## src/rtl/mips32_wb_arbiter.sv

```systemverilog
// N-master to 1-slave Wishbone B3 arbiter for the I-cache/D-cache/DMA buses.
// Fixed-priority or round-robin grant, ownership held for the whole CYC, hung-cycle watchdog.
module mips32_wb_arbiter #(
  parameter int unsigned NUM_MASTERS = 2,
  parameter int unsigned ADDR_WIDTH  = 32,
  parameter int unsigned DATA_WIDTH  = 32,
  parameter int unsigned ARB_MODE    = 0,
  parameter int unsigned TIMEOUT     = 255
) (
  input  logic                                  CLK_I,
  input  logic                                  RST_N_I,
  input  logic [NUM_MASTERS*ADDR_WIDTH-1:0]     M_ADR_I,
  input  logic [NUM_MASTERS*DATA_WIDTH-1:0]     M_DAT_I,
  input  logic [NUM_MASTERS*(DATA_WIDTH/8)-1:0] M_SEL_I,
  input  logic [NUM_MASTERS-1:0]                M_CYC_I,
  input  logic [NUM_MASTERS-1:0]                M_STB_I,
  input  logic [NUM_MASTERS-1:0]                M_WE_I,
  input  logic [NUM_MASTERS-1:0]                M_LOCK_I,
  input  logic [NUM_MASTERS*3-1:0]              M_CTI_I,
  input  logic [NUM_MASTERS*2-1:0]              M_BTE_I,
  output logic [NUM_MASTERS-1:0]                M_ACK_O,
  output logic [NUM_MASTERS-1:0]                M_ERR_O,
  output logic [NUM_MASTERS-1:0]                M_RTY_O,
  output logic [DATA_WIDTH-1:0]                 M_DAT_O,
  output logic [ADDR_WIDTH-1:0]                 S_ADR_O,
  output logic [DATA_WIDTH-1:0]                 S_DAT_O,
  output logic [DATA_WIDTH/8-1:0]               S_SEL_O,
  output logic                                  S_CYC_O,
  output logic                                  S_STB_O,
  output logic                                  S_WE_O,
  output logic                                  S_LOCK_O,
  output logic [2:0]                            S_CTI_O,
  output logic [1:0]                            S_BTE_O,
  input  logic                                  S_ACK_I,
  input  logic                                  S_ERR_I,
  input  logic                                  S_RTY_I,
  input  logic [DATA_WIDTH-1:0]                 S_DAT_I,
  output logic [NUM_MASTERS-1:0]                GRANT_O
);

  localparam int unsigned SEL_WIDTH = DATA_WIDTH / 8;
  localparam int unsigned PTR_WIDTH = (NUM_MASTERS > 1) ? $clog2(NUM_MASTERS) : 1;
  localparam int unsigned CNT_WIDTH = (TIMEOUT > 0) ? $clog2(TIMEOUT + 1) : 1;

  typedef enum logic {IDLE, OWNED} state_t;

  state_t                 state;
  logic [NUM_MASTERS-1:0] grant;
  logic [PTR_WIDTH-1:0]   rr_ptr;
  logic [CNT_WIDTH-1:0]   wd_cnt;

  logic [NUM_MASTERS-1:0] rr_mask;
  logic [NUM_MASTERS-1:0] search;
  logic [NUM_MASTERS-1:0] win_oh;
  logic [PTR_WIDTH-1:0]   win_idx;
  logic                   win_valid;
  logic                   owner_cyc;
  logic                   term;
  logic                   timeout_err;

  // Round-robin: prefer requesters above the last owner, else wrap to the lowest index.
  always_comb begin
    rr_mask = '0;
    for (int unsigned i = 0; i < NUM_MASTERS; i++) begin
      rr_mask[i] = (i > 32'(rr_ptr));
    end
  end

  always_comb begin
    search    = M_CYC_I;
    win_valid = 1'b0;
    win_oh    = '0;
    win_idx   = '0;
    if ((ARB_MODE != 0) && (|(M_CYC_I & rr_mask))) begin
      search = M_CYC_I & rr_mask;
    end
    for (int unsigned i = 0; i < NUM_MASTERS; i++) begin
      if (search[i] && !win_valid) begin
        win_valid  = 1'b1;
        win_oh[i]  = 1'b1;
        win_idx    = PTR_WIDTH'(i);
      end
    end
  end

  assign owner_cyc = |(grant & M_CYC_I);

  // Grant is one-hot, so an OR of the gated slices is the owner mux.
  always_comb begin
    S_ADR_O  = '0;
    S_DAT_O  = '0;
    S_SEL_O  = '0;
    S_CYC_O  = 1'b0;
    S_STB_O  = 1'b0;
    S_WE_O   = 1'b0;
    S_LOCK_O = 1'b0;
    S_CTI_O  = '0;
    S_BTE_O  = '0;
    for (int unsigned i = 0; i < NUM_MASTERS; i++) begin
      if (grant[i] && M_CYC_I[i]) begin
        S_ADR_O  = S_ADR_O | M_ADR_I[i*ADDR_WIDTH +: ADDR_WIDTH];
        S_DAT_O  = S_DAT_O | M_DAT_I[i*DATA_WIDTH +: DATA_WIDTH];
        S_SEL_O  = S_SEL_O | M_SEL_I[i*SEL_WIDTH +: SEL_WIDTH];
        S_CYC_O  = 1'b1;
        S_STB_O  = S_STB_O | M_STB_I[i];
        S_WE_O   = S_WE_O | M_WE_I[i];
        S_LOCK_O = S_LOCK_O | M_LOCK_I[i];
        S_CTI_O  = S_CTI_O | M_CTI_I[i*3 +: 3];
        S_BTE_O  = S_BTE_O | M_BTE_I[i*2 +: 2];
      end
    end
  end

  assign term        = S_ACK_I | S_ERR_I | S_RTY_I;
  // A real slave termination in the expiry cycle suppresses the forced ERR.
  assign timeout_err = (TIMEOUT != 0) && S_STB_O && !term && (wd_cnt == CNT_WIDTH'(TIMEOUT));

  assign M_ACK_O = grant & {NUM_MASTERS{S_ACK_I}};
  assign M_RTY_O = grant & {NUM_MASTERS{S_RTY_I}};
  assign M_ERR_O = grant & {NUM_MASTERS{S_ERR_I | timeout_err}};
  assign M_DAT_O = (|grant) ? S_DAT_I : '0;
  assign GRANT_O = grant;

  always_ff @(posedge CLK_I or negedge RST_N_I) begin
    if (!RST_N_I) begin
      state  <= IDLE;
      grant  <= '0;
      rr_ptr <= PTR_WIDTH'(NUM_MASTERS - 1);
      wd_cnt <= '0;
    end else begin
      case (state)
        IDLE: begin
          wd_cnt <= '0;
          if (win_valid) begin
            grant  <= win_oh;
            rr_ptr <= win_idx;
            state  <= OWNED;
          end
        end
        OWNED: begin
          if (!owner_cyc) begin
            grant  <= '0;
            wd_cnt <= '0;
            state  <= IDLE;
          end else if ((TIMEOUT != 0) && S_STB_O && !term && !timeout_err) begin
            wd_cnt <= wd_cnt + 1'b1;
          end else begin
            wd_cnt <= '0;
          end
        end
        default: begin
          state <= IDLE;
          grant <= '0;
        end
      endcase
    end
  end

endmodule
```

## config.mk

```make
export PLATFORM = sky130hd
export DESIGN_NAME = mips32_wb_arbiter
export DESIGN_NICKNAME = d
export VERILOG_FILES = /design/src/rtl/mips32_wb_arbiter.sv
export SDC_FILE = /design/constraint.sdc
export NUM_CORES = 1
export LEC_CHECK = 0
export BUFFER_PORTS_ARGS = -buffer_cell sky130_fd_sc_hd__buf_4
export CORE_AREA = 2 2 121 123
export CTS_BUF_LIST = sky130_fd_sc_hd__clkbuf_8
export DETAILED_ROUTE_END_ITERATION = 16
export DIE_AREA = 0 0 123 125
export PLACE_DENSITY = 0.42
export REMOVE_ABC_BUFFERS = 1
export SYNTH_ARGS = -nofsm -noshare
export SYNTH_HDL_FRONTEND = slang
export SYNTH_SLANG_ARGS = --single-unit
```

## constraint.sdc

```tcl
create_clock -name CLK_I -period 1.8 [get_ports CLK_I]
set_input_delay 0.09 -clock CLK_I [delete_from_list [all_inputs] [get_ports CLK_I]]
set_output_delay 0.09 -clock CLK_I [all_outputs]
set_load 0.03 [all_outputs]
```

==> qor.yml, run 1 <==
status: "finished clean"
worst_pin_slew_ns: 0.342
crit_chain: "and2_2 > buf_12 > a22o_1 > buf_4"
drt_wl_total_mm: 11.4
num_io_pins: 308
dr.pass1.iters: 4
synth.avg_cell_area_um2: 8.06
netlist_area_um2: 1560
arrival_ns: 1.58
clock_path_buffers: 2
drc: 0
numCtsBuffers: 3
final.setup.tns_ns: 0
drt_iter0_markers: 92
antenna_found_initial: 0
seq_power_share_pct: 7.4
root_buffer: "clkbuf_8"
place_ws_ns: 0.216
fin_ws_ns: 0.132
wl_per_cell_um: 16.9
drive_above_1_share_pct: 66.3
hp-class: "in -> reg"
skew_ns: 0.00704
fin_crit_ns: 1.67
die_height_um: 125
switching_share_pct: 55.7
post-dp-hpwl_mm: 9.74
core_area_um2: 14200
ys.warnings.count: 0
finalSetupViolCount: 0
synth_cells: 194
cts_sinks: 11
cp-end-kind: "primary output"
grt.total_usage_pct: 13.3
ys_ff_latch: 11
vias: 2779
maxCapViolCount: 0
power_density_nw_per_um2: 1090
p_switching_uw: 2500
critPathMaxFanout: 76
grt_pass1_vias: 2697
finalHoldViolCount: 0
critPathMaxStageDelay_ns: 0.40
drv_slew: 0
rows: 44
p_leak_uw: 0.00217
max_freq_mhz: 600
ir_drop_v: 0.000564
finish.net_count: 683
vias_per_cell: 4.12
synth_largest_area_cell: "a22o_1"
required_ns: 1.71
slowest_stage: "dfrtp_1"
ys_top_cells_by_area: "a22o_1, dfrtp_1, nor2b_1"
antennaDiodeCount: 0
yosysTopAreaCellShare_pct: 42.6
grt-ovfl-total: 0
clockPowerShare_pct: 5.4
critPathTopFamily: "buffers and inverters"
syn_to_final_growth_pct: 164
grt_max_degree: 77
clk_latency_ns: 0.24
fp.dieW_um: 123
p_int_uw: 1990
clk_pin_slew_ns: 0.05
start_util_pct: 11.0
post-route-period-util_pct: 92.7
dieArea_um2: 15400
path_class: "reg -> out"
h-tree-depth: 1
ant_nets: 0
ys_types: 26
gp_congestion: 0.760
portBuffers: 307
relSlewSlack_pct: 77.2
worstSetupStartpointType: "flip-flop"
cts_tree: "built"
yosysSeqAreaShare_pct: 17.6
p_comb_share_pct: 87.2
cp.buffers_inverters: 2
grt_pass1_wl_mm: 15.4
## layer usage
metal	up-vias	wire (µm)	track usage [%]
met1	1273	4270	15.3
met3	4	1260	4.29
met5	-	0	0
li1	1329	-	-
met4	0	96	2.61
met2	173	5770	24.0
## state kept, by name, indices dropped and copies added (netlist names)
register  cells
wd_cnt        8
state         1
GRANT_O       2
## through the flow
stage	cells	area, µm²	total power (µW)	utilization [%]	hold slack, ns
6_report	674	4130	4490	29.1	0.0652
5_1_grt	674	4130	4750	29.1	0.0590
4_1_cts	673	4120	4530	29.0	0.0606
3_5_place_dp	668	4060	4280	28.6	-0.0641
3_3_place_gp	668	4060	4290	28.6	-0.0661
2_1_floorplan	172	1460	2570	-	-0.206
## synthesized netlist by cell type, drive strengths merged
cell type	number
a21oi	2
o31ai	1
nand4	1
nor3	1
or4b	1
xor2	4
nor2b	34
o211ai	1
a22o	76
nand2b	2
and2	6
nand2	1
and3	1
a211oi	1
ha	1
nor2	13
clkbuf	8
dfrtp	11
or3b	1
inv	2
buf	14
o21ai	1
nand3	9
xnor2	2
## logic make-up after synthesis
| logic type | after synthesis | share of synthesized area, % |
|---|---|---|
| and+or+nand+nor | 70 | 25.9 |
| buffers and inverters | 24 | 7.04 |
| xor gates and xnor gates | 6 | 3.36 |
| adders and majority gates | 1 | 0.800 |
| DFF | 11 | 17.6 |
| AOI/OAI and AO/OA | 82 | 45.3 |
## final cells by class
cell class,count,area (µm²)
Timing Repair Buffer,314,2380
Clock buffer,3,41.3
Inverter,2,7.51
Multi-Input combinational cell,159,1190
Tap cell,184,230
Clock inverter,1,3.75
Sequential cell,11,277
Fill cell,1540,10100
## power by group through the flow
stage / sequential [µW] / combinational (µW) / clock, µW
final: 334 / 3920 / 241
after floorplan: 367 / 2200 / 0
after detailed placement: 336 / 3940 / 0
after global routing: 342 / 4140 / 266
after global placement: 331 / 3960 / 0
after CTS: 332 / 3950 / 249
## what timing repair did
item | CTS | global route
endpoints found under the setup margin | 0 | 34
endpoints found under the hold margin | 11 | 0
hold buffers | 1 | 0
gates resized for setup | 0 | 2
buffers inserted | 0 | 1
## path summary, 6_finish.rpt
check / end / start / slack (ns) / cells past startpoint
min in group asynchronous: wd_cnt[2]$_DFF_PN0_ / RST_N_I / 0.24 / 2
max reg2reg: wd_cnt[5]$_DFF_PN0_ / GRANT_O[1]$_DFFE_PN0P_ / 0.27 / 4
max: S_ADR_O[21] / GRANT_O[0]$_DFFE_PN0P_ / 0.13 / 4
max in group asynchronous: GRANT_O[1]$_DFFE_PN0P_ / RST_N_I / 1.40 / 2
min: GRANT_O[1]$_DFFE_PN0P_ / M_CYC_I[0] / 0.07 / 2
min reg2reg: wd_cnt[7]$_DFF_PN0_ / wd_cnt[7]$_DFF_PN0_ / 0.57 / 2
## worst register-to-register path, delay by kind of cell (launching register included)
family	cells	cell delay, ns
DFF	1	0.42
and+or+nand+nor	3	0.76
AOI/OAI and AO/OA	1	0.27
## cells in the final DEF, fill, tap and decap left out
cell type	instances
dfrtp_2	1
inv_1	3
and2_2	2
o31ai_1	1
a21oi_1	2
nor2_2	1
dlygate4sd3_1	1
o211ai_1	1
a22o_1	76
or3b_2	1
nor2b_1	34
buf_4	311
and2_1	4
nand3_2	1
dfrtp_1	10
nand3_1	8
buf_12	2
clkbuf_8	3
xnor2_1	2
ha_2	1
nand2b_1	2
nor3_1	1
xor2_1	4
o21ai_0	1
and3_1	1
nand2_1	1
or4b_4	1
nand4_1	1
nor2_1	12
a211oi_2	1
(Power assumes the default switching activity.)
==> run 2: changes to the inputs <==
--- a/config.mk
+++ b/config.mk
@@ -6,11 +6,13 @@
 export NUM_CORES = 1
 export LEC_CHECK = 0
 export BUFFER_PORTS_ARGS = -buffer_cell sky130_fd_sc_hd__buf_4
-export CORE_AREA = 2 2 121 123
+export CELL_PAD_IN_SITES_DETAIL_PLACEMENT = 0
+export CELL_PAD_IN_SITES_GLOBAL_PLACEMENT = 1
+export CORE_AREA = 2 2 120 122
 export CTS_BUF_LIST = sky130_fd_sc_hd__clkbuf_8
 export DETAILED_ROUTE_END_ITERATION = 16
-export DIE_AREA = 0 0 123 125
-export PLACE_DENSITY = 0.42
+export DIE_AREA = 0 0 122 124
+export PLACE_DENSITY = 0.7
 export REMOVE_ABC_BUFFERS = 1
 export SYNTH_ARGS = -nofsm -noshare
 export SYNTH_HDL_FRONTEND = slang
==> constraint.sdc (replaced) <==
create_clock -name CLK_I -period 1.4 [get_ports CLK_I]
set_input_delay 0.07 -clock CLK_I [delete_from_list [all_inputs] [get_ports CLK_I]]
set_output_delay 0.07 -clock CLK_I [all_outputs]
set_load 0.03 [all_outputs]
==> qor.yml, run 2 (synthesis gave the netlist of run 1 again) <==
status: "finished with violations"
failed_checks: "setup timing"
rows: 43
p_leak_uw: 0.00257
fin_ws_ns: -0.245
h-tree-depth: 1
ir_drop_v: 0.000583
root_buffer: "clkbuf_8"
wl_per_cell_um: 18.7
stdcell_area_um2: 5080
max_freq_mhz: 608
die_height_um: 124
nFillCells: 1399
drc: 0
clk_latency_ns: 0.24
worstSetupStartpointType: "flip-flop"
vias_per_cell: 4.18
drt_iter0_markers: 118
syn_to_final_growth_pct: 225
grt.total_usage_pct: 15.6
finalSetupViolCount: 117
dr.pass1.iters: 4
worst_r2r_path_depth: 5
hp-class: "in -> reg"
grt_pass1_vias: 3134
clock_path_buffers: 2
start_util_pct: 11.4
grt_max_degree: 19
maxCapViolCount: 0
drive_above_1_share_pct: 71.7
fp.dieW_um: 122
clk_pin_slew_ns: 0.05
ant_nets: 0
largest_register_ff_count: 8
drv_slew: 0
rr_endpoint: "wd_cnt[7]$_DFF_PN0_"
drt_wl_total_mm: 13.4
finalHoldViolCount: 0
power_density_nw_per_um2: 1460
fin_crit_ns: 1.64
regMostFlops: "wd_cnt"
r2r_slack_ns: -0.20
r2r_start: "GRANT_O[0]$_DFFE_PN0P_"
skew_ns: 0.00229
core_area_um2: 13700
antenna_found_initial: 0
regArea_um2: 275
num_io_pins: 308
grt_pass1_wl_mm: 17.8
critPathMaxFanout: 11
rsz0062_at_grt: "true"
cts_tree: "built"
cp-end-kind: "primary output"
vias: 2985
post-route-util_pct: 37.0
arrival_ns: 1.57
cp-startpoint: "GRANT_O[0]$_DFFE_PN0P_"
relSlewSlack_pct: 83.8
post-route-period-util_pct: 117
finish.net_count: 727
final_common_cell: "buf_4"
min_from: "M_CYC_I[0]"
critical_path.endpoint: "S_DAT_O[21]"
cts_sinks: 11
placed_cells: 684
gp_congestion: 0.791
path_class: "reg -> out"
placed_cell_area_um2: 4230
final_cells: 714
required_ns: 1.33
multi_input_area_um2: 1280
layout_common_cells: "buf_4, buf_6, a22o_1, nor2b_1, dfrtp_1"
portBuffers: 307
dieArea_um2: 15100
grt-ovfl-total: 0
post-dp-hpwl_mm: 10.1
antennaDiodeCount: 0
numCtsBuffers: 3
worst_pin_slew_ns: 0.242
[run 2: changes by cell type in the layout (fill, tap and decap cells not counted), sizes merged]
cell    previous run  this run
buf              313       356
clkbuf             3         4
[run 2: metrics by stage]
step / setup slack [ns] / hold slack (ns) / TNS (ns) / total power [µW]
after floorplan: -1.64 / -0.226 / -126.35 / 3300
after global placement: -0.0527 / -0.0895 / -0.314 / 5760
after detailed placement: -0.0922 / -0.0890 / -2.02 / 5780
after CTS: -0.241 / 0.0590 / -23.33 / 7350
after global routing: -0.316 / 0.0747 / -27.55 / 7810
final: -0.245 / 0.0650 / -21.65 / 7440
[run 2: final cells by class]
| cell class | instances | area share (%) |
|---|---|---|
| clock inverter | 1 | 0.0739 |
| timing repair buffer | 358 | 63.9 |
| sequential | 11 | 5.42 |
| tap | 180 | 4.44 |
| multi-input combinational | 159 | 25.2 |
| clock buffer | 3 | 0.813 |
| inverter | 2 | 0.148 |
[run 2: report_power, final]
| part | switching [µW] | internal, µW |
|---|---|---|
| registers | 39.9 | 358 |
| clock network | 115 | 192 |
| logic | 3540 | 3190 |
[run 2: worst min-delay path by stage]
stage                              to  slack, ns  cells after the start
6_report       GRANT_O[1]$_DFFE_PN0P_       0.06                      2
4_1_cts        GRANT_O[1]$_DFFE_PN0P_       0.06                      2
3_5_place_dp      wd_cnt[4]$_DFF_PN0_      -0.09                      1
5_1_grt        GRANT_O[1]$_DFFE_PN0P_       0.07                      2
3_3_place_gp      wd_cnt[6]$_DFF_PN0_      -0.09                      1
2_1_floorplan  GRANT_O[0]$_DFFE_PN0P_      -0.23                      0
[run 2: critical path, cell delays in order (launching register included)]
cell and delay [ns]:
dfrtp_1 0.43, and2_4 0.21, buf_12 0.16, buf_12 0.14, a22o_1 0.25, buf_6 0.14
[run 2: repair_timing]
action                     CTS  global route
resized for setup           90            36
setup endpoints to repair  118           119
hold endpoints to repair    11             0
pin swaps                   20            32
hold buffers                 1             0
buffers inserted            10            13
cloned                       8             1
[run 2: per-layer routing]
layer  vias up  share of wire, %  GRT usage [%]
met1      1437                40           19.2
met5         -                 0              0
met4         0              0.20           1.80
met2       125                52           27.7
met3         2               7.9           4.53
li1       1421                 -              -
